<file path="config.mk">
export PLATFORM = sky130hd
export DESIGN_NAME = ccff_chain_loader
export DESIGN_NICKNAME = d
export VERILOG_FILES = /design/src/rtl/ccff_chain_loader_pkg.sv /design/src/rtl/ccff_crc16_serial.sv /design/src/rtl/ccff_chain_loader.sv
export SDC_FILE = /design/constraint.sdc
export NUM_CORES = 1
export LEC_CHECK = 0
export ABC_AREA = 1
export ABC_CLOCK_PERIOD_IN_PS = 4500
export CAP_MARGIN = 20
export CORE_UTILIZATION = 56
export DETAILED_ROUTE_END_ITERATION = 12
export GPL_TIMING_DRIVEN = 0
export PLACE_DENSITY = 0.94
export SLEW_MARGIN = 20
export SYNTH_ARGS = -nofsm -noshare
export SYNTH_HDL_FRONTEND = slang
export SYNTH_SLANG_ARGS = --single-unit
</file>
<file path="constraint.sdc">
create_clock -name prog_clk -period 4.5 [get_ports prog_clk]
set_input_delay 0.9 -clock prog_clk [delete_from_list [all_inputs] [get_ports prog_clk]]
set_output_delay 0.9 -clock prog_clk [all_outputs]
set_load 0.005 [all_outputs]
</file>
<file path="src/rtl/ccff_chain_loader_pkg.sv">
// rtl/ccff_chain_loader_pkg.sv - shared states and CRC-16-CCITT helpers for the ccff chain loader
package ccff_chain_loader_pkg;

  typedef enum logic [1:0] {
    ST_IDLE,
    ST_LOAD,
    ST_VERIFY,
    ST_DONE
  } state_t;

  localparam logic [15:0] CRC16_POLY = 16'h1021;
  localparam logic [15:0] CRC16_INIT = 16'hFFFF;

  // One serial MSB-first step: feedback is the outgoing MSB xor the incoming bit.
  function automatic logic [15:0] crc16_next(input logic [15:0] crc, input logic din);
    crc16_next = {crc[14:0], 1'b0} ^ ((crc[15] ^ din) ? CRC16_POLY : 16'h0000);
  endfunction

endpackage

</file>
<file path="src/rtl/ccff_crc16_serial.sv">
// rtl/ccff_crc16_serial.sv - bit-serial CRC-16-CCITT accumulator
module ccff_crc16_serial
  import ccff_chain_loader_pkg::*;
(
  input  logic        clk,
  input  logic        reset_n,
  input  logic        clr,
  input  logic        en,
  input  logic        din,
  output logic [15:0] crc
);

  always_ff @(posedge clk) begin
    if (!reset_n || clr) begin
      crc <= CRC16_INIT;
    end else if (en) begin
      crc <= crc16_next(crc, din);
    end
  end

endmodule

</file>
<file path="src/rtl/ccff_chain_loader.sv">
// rtl/ccff_chain_loader.sv - serialises config words MSB-first into the ccff chain head
// Optional tail recirculation CRC check: CCFF_CHAIN_LOADER_TAIL_CHECK_EN
module ccff_chain_loader
  import ccff_chain_loader_pkg::*;
#(
  parameter int CHAIN_LEN = 8,
  parameter int WORD_W    = 8
) (
  input  logic              prog_clk,
  input  logic              prog_reset_n,
  input  logic              start,
  input  logic [WORD_W-1:0] cfg_word,
  input  logic              cfg_valid,
  output logic              cfg_ready,
  output logic              ccff_head,
  output logic              ccff_shift_en,
  input  logic              ccff_tail,
  output logic              busy,
  output logic              done,
  output logic              verify_err
);

  localparam int CNT_W     = $clog2(CHAIN_LEN + 1);
  localparam int N_WORDS   = (CHAIN_LEN + WORD_W - 1) / WORD_W;
  localparam int LAST_BITS = CHAIN_LEN - (N_WORDS - 1) * WORD_W;
  localparam int BL_W      = $clog2(WORD_W + 1);
  localparam int WC_W      = $clog2(N_WORDS + 1);

`ifdef CCFF_CHAIN_LOADER_TAIL_CHECK_EN
  localparam bit TAIL_CHECK = 1'b1;
`else
  localparam bit TAIL_CHECK = 1'b0;
`endif

  state_t            state_q, state_d;
  logic [CNT_W-1:0]  bit_cnt;
  logic [WORD_W-1:0] word_buf;
  logic [BL_W-1:0]   bits_left;
  logic [WC_W-1:0]   words_acc;
  logic              head_q;
  logic              verr_q;
  logic              restart;
  logic              shift_load;
  logic              take;
  logic              last_bit;

  assign restart    = start && (state_q == ST_IDLE || state_q == ST_DONE);
  assign shift_load = (state_q == ST_LOAD) && (bits_left != '0);
  assign last_bit   = (bit_cnt == CNT_W'(CHAIN_LEN - 1));
  // Refill while the last buffered bit leaves so consecutive words shift without a bubble.
  assign cfg_ready  = (state_q == ST_LOAD)
                    && ((bits_left == '0) || (bits_left == BL_W'(1) && shift_load))
                    && (words_acc < WC_W'(N_WORDS));
  assign take       = cfg_valid && cfg_ready;
  assign busy       = (state_q == ST_LOAD) || (state_q == ST_VERIFY);
  assign done       = (state_q == ST_DONE);
  assign verify_err = verr_q;

`ifdef CCFF_CHAIN_LOADER_TAIL_CHECK_EN
  logic [15:0] crc_head;
  logic [15:0] crc_tail;

  assign ccff_shift_en = shift_load || (state_q == ST_VERIFY);
  assign ccff_head     = (state_q == ST_VERIFY) ? ccff_tail
                       : (shift_load ? word_buf[WORD_W-1] : head_q);

  ccff_crc16_serial u_crc_head (
    .clk     (prog_clk),
    .reset_n (prog_reset_n),
    .clr     (restart),
    .en      (shift_load),
    .din     (ccff_head),
    .crc     (crc_head)
  );

  ccff_crc16_serial u_crc_tail (
    .clk     (prog_clk),
    .reset_n (prog_reset_n),
    .clr     (restart),
    .en      (state_q == ST_VERIFY),
    .din     (ccff_tail),
    .crc     (crc_tail)
  );
`else
  logic unused_tail;

  assign unused_tail   = ccff_tail;
  assign ccff_shift_en = shift_load;
  assign ccff_head     = shift_load ? word_buf[WORD_W-1] : head_q;
`endif

  always_comb begin
    state_d = state_q;
    case (state_q)
      ST_IDLE, ST_DONE: if (start) state_d = ST_LOAD;
      ST_LOAD:          if (shift_load && last_bit) state_d = TAIL_CHECK ? ST_VERIFY : ST_DONE;
      ST_VERIFY:        if (last_bit) state_d = ST_DONE;
      default:          state_d = ST_IDLE;
    endcase
  end

  always_ff @(posedge prog_clk) begin
    if (!prog_reset_n) begin
      state_q   <= ST_IDLE;
      bit_cnt   <= '0;
      word_buf  <= '0;
      bits_left <= '0;
      words_acc <= '0;
      head_q    <= 1'b0;
      verr_q    <= 1'b0;
    end else begin
      state_q <= state_d;
      if (restart) begin
        bit_cnt   <= '0;
        word_buf  <= '0;
        bits_left <= '0;
        words_acc <= '0;
        verr_q    <= 1'b0;
      end
      if (shift_load) begin
        // The count is reused to time the recirculation pass, so it restarts at the hand-over.
        bit_cnt <= (last_bit && TAIL_CHECK) ? '0 : bit_cnt + 1'b1;
        head_q  <= word_buf[WORD_W-1];
      end
      if (take) begin
        word_buf  <= cfg_word;
        bits_left <= (words_acc == WC_W'(N_WORDS - 1)) ? BL_W'(LAST_BITS) : BL_W'(WORD_W);
        words_acc <= words_acc + 1'b1;
      end else if (shift_load) begin
        word_buf  <= word_buf << 1;
        bits_left <= bits_left - 1'b1;
      end
`ifdef CCFF_CHAIN_LOADER_TAIL_CHECK_EN
      if (state_q == ST_VERIFY) begin
        bit_cnt <= bit_cnt + 1'b1;
        head_q  <= ccff_tail;
        if (last_bit) begin
          verr_q <= (crc_head != crc16_next(crc_tail, ccff_tail));
        end
      end
`endif
    end
  end

endmodule

</file>
==> flow_metrics.env <==
export IMPL_total_power_mw=0.841
export IMPL_clock_slew_seen_by_the_registers_of_the_worst_setup_and_hold_paths_ps=110
export IMPL_min_period_over_period=0.696
export IMPL_mappedNetlistArea_mm2=0.00125
export IMPL_clkLatencyLatePin_ps=310
export IMPL_hp_class="reg -> reg"
export IMPL_antenna_cells_inserted=0
export IMPL_startpoint_type_of_the_worst_setup_path="flop"
export IMPL_relative_slew_slack=0.625
export IMPL_route_final_wire_length_mm=2.76
export IMPL_maxSlewViolCount=0
export IMPL_outcome="finished clean"
export IMPL_post_cts_resized_instances=0
export IMPL_die_area_mm2=0.00242
export IMPL_grt_max_degree=12
export IMPL_power_leakage_nw=0.642
export IMPL_synthArstFlopShare=0
export IMPL_boundaryPins=19
export IMPL_vias_in_the_first_global_route=1126
export IMPL_worst_ep_required_time_ps=3600
export IMPL_internal_power_mw=0.463
export IMPL_wl_per_cell_um=13.1
export IMPL_fp_row_count=16
export IMPL_timing_final_ws_setup_ps=1370
export IMPL_netlist_top_cells_count="nand2_1 (34), inv_1 (24), dfxtp_1 (20), nand3_1 (19), a21oi_1 (15)"
export IMPL_max_cap_violations=0
export IMPL_drive_gt1_frac=0.168
export IMPL_final_cells=211
export IMPL_final_setup_vio_count=0
export IMPL_area_delta_synth_final_pct=17.7
export IMPL_initialDrtViolationCount=38
export IMPL_place_congestion=0.791
export IMPL_ys_types=28
export IMPL_place_detailed_instances=207
export IMPL_synth_most_common_cell="nand2_1"
export IMPL_timing_worst_setup_path_type="reg -> out"
export IMPL_placement_io_buffers=15
export IMPL_core_region_area_mm2=0.00202
export IMPL_syn_avg_cell_area_um2=7.56
export IMPL_synth_sequential_area_ratio=0.321
export IMPL_cts_hold_repair_buffers=0
export IMPL_cts_path_max_buffers=2
export IMPL_synth_top_area_share=0.321
export IMPL_fin_crit_ps=3130
export IMPL_syn_instance_count=165
export IMPL_numClockSinks=20
export IMPL_synth_net_count=185
export IMPL_hold_viol=0
export IMPL_cts_buffers_inserted=3
export IMPL_post_drt_via_cell_ratio=5.49
export IMPL_critical_path_peak_fanout=9
export IMPL_leading_cell_types_by_total_area_after_synthesis="dfxtp_1 (32%), nand2_1 (10%), nand3_1 (7.6%)"
export IMPL_finalNetCount=205
export IMPL_finish_instance_area_mm2=0.00147
export IMPL_clockRootBuffer="clkbuf_4"
export IMPL_synth_enable_flop_cells=0
export IMPL_ys_seq_elements=20
export IMPL_setup_tns_final_ps=0
export IMPL_grt_remaining_overflow=0
export IMPL_final_core_utilization=0.726
export IMPL_powerDensity_mw_per_mm2=573
export IMPL_synth_ff_type="dfxtp_1"
export IMPL_final_hold_worst_slack_ps=491
export IMPL_drt_pass1_iterations=4
export IMPL_clock_tree_htree_level_count=1
export IMPL_synth_yosys_warnings=0
export IMPL_p_sw_frac=0.450
export IMPL_power_combinational_fraction=0.571
export IMPL_sequentialPowerShare=0.303
export IMPL_cts_post_setup_buffers_inserted=0
export IMPL_placement_cell_area_mm2=0.00143
export IMPL_grt_first_pass_wirelength_mm=4.59
export IMPL_p_switching_mw=0.378
export IMPL_max_slew_worst_pin_slew_ps=563
export IMPL_initial_utilization=0.617
export IMPL_synth_largest_area_cell="dfxtp_1"
export IMPL_timing_critical_path_arrival_ps=2230
export IMPL_pwr_share_clk=0.127
export IMPL_clock_tree_from_tritoncts="done"
export IMPL_place_detailed_hpwl_mm=1.97
export IMPL_clock_skew_ps=2.71
export IMPL_route_antenna_remaining_nets=0
export IMPL_all_layer_gr_usage=0.243
export IMPL_critical_path_endpoint_type="output pin"
export IMPL_fp_dieW_um=49.2
export IMPL_rsz_0062_raised_after_global_routing="no"
export IMPL_grt_antenna_before_repair=0
export IMPL_clock_fmax_ghz=0.319
export IMPL_worst_ir_drop_vdd_mv=0.383
export IMPL_vias=1159
export IMPL_drc=0
export IMPL_floorplan_die_height_um=49.2
export IMPL_worst_slack_after_detailed_placement_ps=1750
[sequential cells by signal, summed over array words and instances, names as in the netlist]
register,flops
bit_cnt,4
bits_left,4
head_q,1
state_q,2
word_buf,8
words_acc,1
[power by group through the flow]
stage / Clock, mW / Combinational [mW] / Sequential [mW]
CTS: 0.108 / 0.481 / 0.254
global placement: 0 / 0.460 / 0.254
detailed placement: 0 / 0.475 / 0.258
finish: 0.106 / 0.480 / 0.255
global route: 0.115 / 0.525 / 0.259
floorplan: 0 / 0.357 / 0.249
[per-layer routing]
layer | global-route usage | up-vias | wire length (um)
met2 | 0.466 | 37 | 1430
met3 | 0.0187 | 7 | 113
met1 | 0.268 | 543 | 1180
met4 | 0.103 | 0 | 39
met5 | 0 | - | 0
li1 | - | 572 | -
[layout make-up]
type	count	area (um^2)
Multi-Input combinational cell	114	703
Fill cell	150	554
Sequential cell	20	400
Timing Repair Buffer	15	150
Inverter	25	93.8
Buffer	6	50.0
Clock buffer	4	36.3
Tap cell	27	33.8
[path summary, 6_finish.rpt]
path	start	to	slack, ps	cells after the start
worst max register to register	bits_left[0]	word_buf[4]	2820	8
worst min register to register	bit_cnt[3]	bit_cnt[3]	490	2
worst max-delay path	bits_left[0]	ccff_head	1370	9
worst min-delay path	bit_cnt[3]	bit_cnt[3]	490	2
[cells in the final DEF, fill, tap and decap left out, types with 2 or more instances in the layout]
cell / netlist / layout
nor2_1: 4 / 4
clkdlybuf4s50_1: 0 / 15
nand2_1: 34 / 34
nor2_4: 2 / 2
clkbuf_4: 0 / 3
nand4_1: 7 / 7
or2_2: 2 / 2
o21ai_0: 3 / 3
nand3_2: 4 / 4
inv_1: 24 / 24
a21oi_1: 15 / 15
nand3_1: 19 / 19
a21oi_2: 4 / 4
nand2_2: 2 / 2
ha_1: 7 / 7
dfxtp_1: 20 / 20
buf_6: 3 / 3
nand2_4: 3 / 3
[critical path, stage by stage (launching register included)]
cell and delay [ps]:
dfxtp_1 380, inv_1 110, ha_1 270, nand2_4 160
nand2_4 90, inv_2 140, or2_1 110, o21ai_0 100
inv_1 70, clkdlybuf4s50_1 490
[logic make-up after synthesis]
group | after synthesis | synth area share
buffers and inverters | 31 | 0.115
other | 1 | 0.00301
AOI/OAI and AO/OA | 24 | 0.118
adders and majority gates | 7 | 0.0702
xor gates and xnor gates | 1 | 0.00702
and+or+nand+nor | 81 | 0.365
DFF | 20 | 0.321
(Power assumes the default switching activity.)
